## config.mk

```make
export PLATFORM = sky130hd
export DESIGN_NAME = sat_counter
export DESIGN_NICKNAME = d
export VERILOG_FILES = /design/src/rtl/counter4_checker_pkg.sv /design/src/rtl/counter4_checker_sat_counter.sv
export SDC_FILE = /design/constraint.sdc
export NUM_CORES = 1
export LEC_CHECK = 0
export ABC_AREA = 1
export BUFFER_PORTS_ARGS = -buffer_cell sky130_fd_sc_hd__buf_2
export CAP_MARGIN = 10
export CORE_AREA = 2 2 39 41
export CTS_CLUSTER_DIAMETER = 60
export DETAILED_ROUTE_END_ITERATION = 10
export DIE_AREA = 0 0 41 43
export PLACE_DENSITY = 0.65
export RECOVER_POWER = 100
export SETUP_SLACK_MARGIN = 0.2
export SYNTH_ARGS = -nofsm -noshare
export SYNTH_HDL_FRONTEND = slang
export SYNTH_SLANG_ARGS = --single-unit
```

## constraint.sdc

```tcl
create_clock -name i_clk -period 2.6 [get_ports i_clk]
set_clock_uncertainty 0.1 [all_clocks]
set_input_delay 0.13 -clock i_clk [delete_from_list [all_inputs] [get_ports i_clk]]
set_output_delay 0.13 -clock i_clk [all_outputs]
set_load 0.005 [all_outputs]
```

## src/rtl/counter4_checker_pkg.sv

```systemverilog
// Shared definitions for the counter4 stream checker.
// Contents: lock FSM state encoding, all-ones helper for a given bus width.
// Imported by counter4_checker and sat_counter.
package counter4_checker_pkg;

  typedef enum logic {
    ST_HUNT   = 1'b0,
    ST_LOCKED = 1'b1
  } state_t;

  // All-ones value for a bus of width w, returned in a 32-bit container.
  function automatic logic [31:0] all_ones(input int unsigned w);
    if (w >= 32) return '1;
    return (32'd1 << w) - 32'd1;
  endfunction

endpackage

```

## src/rtl/counter4_checker_sat_counter.sv

```systemverilog
// Statistic counter that either saturates at all-ones or wraps, chosen by SATURATE.
// Ports: i_clk/i_rst (sync, active-high), i_inc increment enable, o_count value.
// Registered output: an increment on edge N is visible after edge N.
module sat_counter
  import counter4_checker_pkg::*;
#(
  parameter int WIDTH    = 8,
  parameter bit SATURATE = 1'b1
) (
  input  logic             i_clk,
  input  logic             i_rst,
  input  logic             i_inc,
  output logic [WIDTH-1:0] o_count
);

  localparam logic [WIDTH-1:0] L_MAX = WIDTH'(all_ones(WIDTH));

  logic [WIDTH-1:0] r_count;

  always_ff @(posedge i_clk) begin
    if (i_rst) begin
      r_count <= '0;
    end else if (i_inc) begin
      if (!(SATURATE && (r_count == L_MAX))) begin
        r_count <= r_count + 1'b1;
      end
    end
  end

  assign o_count = r_count;

endmodule

```

After elaboration in Yosys (flattened, before gate mapping)
Index checks and enable logic that the tools add are counted.
{"block": "totals", "reg_bits": 8, "wordCells": 5}
{"block": "classes", "addsub": 1, "n_eq_ne": 1, "bitwise_logic": 1, "reduce_logical": 1}
{"cell": "adder 8 x 1 -> 8 bit, second input constant", "n": 1}
{"cell": "== test 8 bit, second input constant", "n": 1}
{"cell": "AND reduction 2 bit", "n": 1}
{"cell": "inverter 1 bit", "n": 1}

Logic depth before layout (Yosys ltp)
{"block": "logic_depth", "depth_word": 3, "depth_mapped": 8, "ltp_nobuf": 7}

Least setup slack after synthesis
OpenSTA, ideal clock, no wires.
{"block": "synth_timing", "kind": "reg2reg", "startpoint": "reg r_count[0], in the netlist o_count[0]", "endpoint": "reg r_count[5], in the netlist o_count[5]", "setup_time_ns": 0.114, "arrival_ns": 1.114, "t_required_ns": 2.386, "slack_ns": 1.272, "stages_incl_launch_ff": 8, "n_path_buf": 1, "synth_period_minus_slack_ns": 1.328, "path_cell_list": "dfxtp_1 > ha_1 > inv_1 > nor2_1 > nand2_1 > buf_6 > a21oi_1 > nor2_1"}
{"block": "synth_via", "elab_chain_len": 3, "word_cells_on_any_way": 4}
{"element": "start: declaration", "line": "counter4_checker_sat_counter.sv:18", "rtl": "logic [WIDTH-1:0] r_count;"}
{"element": "start signal: assignment", "line": "counter4_checker_sat_counter.sv:25", "rtl": "r_count <= r_count + 1'b1;"}
{"element": "branches (longest 3 deep; another with adder 8 x 1 -> 8 bit)"}
Parallel ways; which one is timed is not known.
A chain may end at the register's enable or synchronous reset.

Worst setup path in the final report
Same ends and word-level chain as after synthesis.

==> impl_metrics.csv <==
group,metric,value,unit
setup_path,regToRegStartpoint,"o_count[0]",
timing,worst_pin_slew,364,ps
final_layout,largest_reg_flops,8,
clock_tree,clk_latency,260,ps
routing,drt_first_pass_iters,3,
global_route,grt_max_degree,12,
timing,post-route-worst-setup-slack,1120,ps
synth,proportion_of_synthesized_chip_area_in_sequential_cells,33.6,%
final_layout,ratio_of_cells_with_drive_above_1_in_the_final_layout,15.7,%
timing,slew_viol_final,0,
floorplan,die_span_in_x,41,um
synth,syn-cell-area,477,um^2
setup_path,crit_path_end_kind,"flop",
synth,avgSynthCellArea,6.62,um^2
routing,drc,0,
setup_path,path_max_fanout,11,
clock_tree,htree_levels,1,
floorplan,floorplan.die_area,1760,um^2
final_layout,fill_cells,165,
setup_path,arrival,1530,ps
clock_tree,ctsResizeCount,0,
routing,num_vias,469,
timing,max_freq,0.676,GHz
clock_tree,cts_max_path_buffers,2,
synth,synth.yosys.warnings,0,
timing,headroom_to_the_max_slew_limit,75.7,%
power,report.power.total,0.245,mW
floorplan,die-height,43,um
final_layout,utilization,38.5,%
routing,antenna_left,0,
timing,rsz0062_at_grt,"no",
global_route,grt_overflow_total,0,
placed_design,place_worst_setup_slack,1120,ps
power,power.leakage,0.243,nW
run_status,run_status,"completed",
setup_path,timing.setup.critical_path_class,"flop to flop",
clock_tree,cts_tree,"done",
placed_design,hpwl,683,um
placed_design,placed_instance_area,528,um^2
final_layout,design.final.nets,89,
timing,final-setup-viol-count,0,
flow_run,maxcap_viol_count,0,
final_layout,area_delta_synth_final,11.8,%
synth,post_synth_main_area_contributors,"dfxtp_1, nand2_1, nor2_1, a21oi_1, inv_1",
synth,synth.top_cell.area_share,33.6,%
global_route,grt_antenna_before_repair,0,
synth,synthDominantAreaCellType,"dfxtp_1",
routing,drt_iter0_markers,5,
final_layout,finalNonFillerCells,99,
timing,final_min_period_over_clock_period,56.9,%
timing,hold_violations,0,
timing,setup-tns-final,0,ps
global_route,grt_pass1_vias,396,
setup_path,worstSetupStartpoint,"o_count[0]",
final_layout,antenna_cells,0,
clock_tree,cts.repair_timing.setup_buffer_count,0,
power,power_density,459,nW/um^2
clock_tree,number_of_clock_sinks,8,
clock_tree,cts_hold_buf,0,
timing,final.min_clock_period,1480,ps
setup_path,cp_data_required_time,2650,ps
global_route,grt_first_pass_wirelength,1.55,mm
synth,synth_nets,76,
routing,detail_route.wl_per_cell,9.26,um
clock_tree,numCtsBuffers,3,
synth,synthCells,72,
synth,number_of_distinct_standard_cells_referenced_by_the_synthesized_netlist,15,
worst_hold_path,hold_start,"i_rst",
floorplan,i_o_pins,11,
clock_tree,worst_setup_hold_path_clk_slew,50,ps
power,vdd_ir_drop_max,0.000197,V
placed_design,gp_congestion,0.769,
routing,total_routed_wirelength,917,um
floorplan,core_region_area,1380,um^2
placed_design,io_buffers,10,
worst_hold_path,holdCritPathClass,"primary input to flop",
synth,ys_seq_elements,8,
setup_path,setup.worst_path.start_class,"flop",
floorplan,rows,14,
timing,fin_hold_ws,137,ps
clock_tree,clock_tree.root_cell,"clkbuf_4",
global_route,gr-usage-all-layers,13.7,%
final_layout,fin_area,533,um^2
final_layout,mostFrequentLayoutCells,"nand2_1, nor2_1, inv_1, dfxtp_1, a21oi_1",
placed_design,placed_cells,96,
floorplan,initial_util,34.4,%
final_layout,final_common_cell,"nand2_1",
routing,via_per_inst,4.74,
-- final cells by class --
cell class                      instances  area (um^2)  share of cell area (%)
Timing Repair Buffer                   10         45.0                    8.45
Sequential cell                         8          160                    30.0
Tap cell                               16         20.0                    3.76
Multi-Input combinational cell         53          251                    47.2
Inverter                                9         33.8                    6.34
Clock buffer                            3         22.5                    4.23
-- power breakdown --
group          internal (mW)  switching (mW)  leakage, nW  total (mW)
clock                 0.0529          0.0431       0.0138      0.0960
sequential             0.126         0.00389       0.0650       0.130
combinational        0.00830          0.0108        0.165      0.0191
total                  0.187          0.0578        0.243       0.245
-- cell families (layout without fill, tap and decap cells) --
group           after synthesis  in the layout  share of synthesized area [%]
compound gates                7              7                           7.35
fa+ha+maj                     1              1                           2.62
buf+inv                      11             22                           11.0
flops                         8              8                           33.6
simple gates                 45             45                           45.4
-- worst max-delay path, stage by stage, from the launching register on --
cell     delay (ps)
dfxtp_1         410
ha_1            230
inv_1            50
nor2_1           90
nand2_1         230
a21oi_1         220
nor2_1           50
-- worst paths after layout --
path	to	slack [ps]	depth (start not counted)
setup / recovery	o_count[5]	1120	6
hold / removal	o_count[4]	140	4
setup reg to reg	o_count[5]	1120	6
hold reg to reg	o_count[5]	440	2
-- per-layer routing --
layer | share of wire, % | wire, um | track usage [%] | vias to the layer above
met5 | 0 | 0 | 0 | -
met4 | 2.8 | 26 | 8.00 | 0
met3 | 5.7 | 52 | 7.85 | 5
met2 | 45 | 412 | 19.4 | 10
met1 | 46 | 426 | 15.1 | 207
li1 | - | - | - | 247
-- cell usage after synthesis (all sizes together) --
cell type / number
a21oi: 7
buf: 2
dfxtp: 8
ha: 1
inv: 9
nand2: 21
nand3: 7
nand3b: 2
nor2: 14
nor3: 1
No activity file was read; power rests on OpenSTA's default activity.
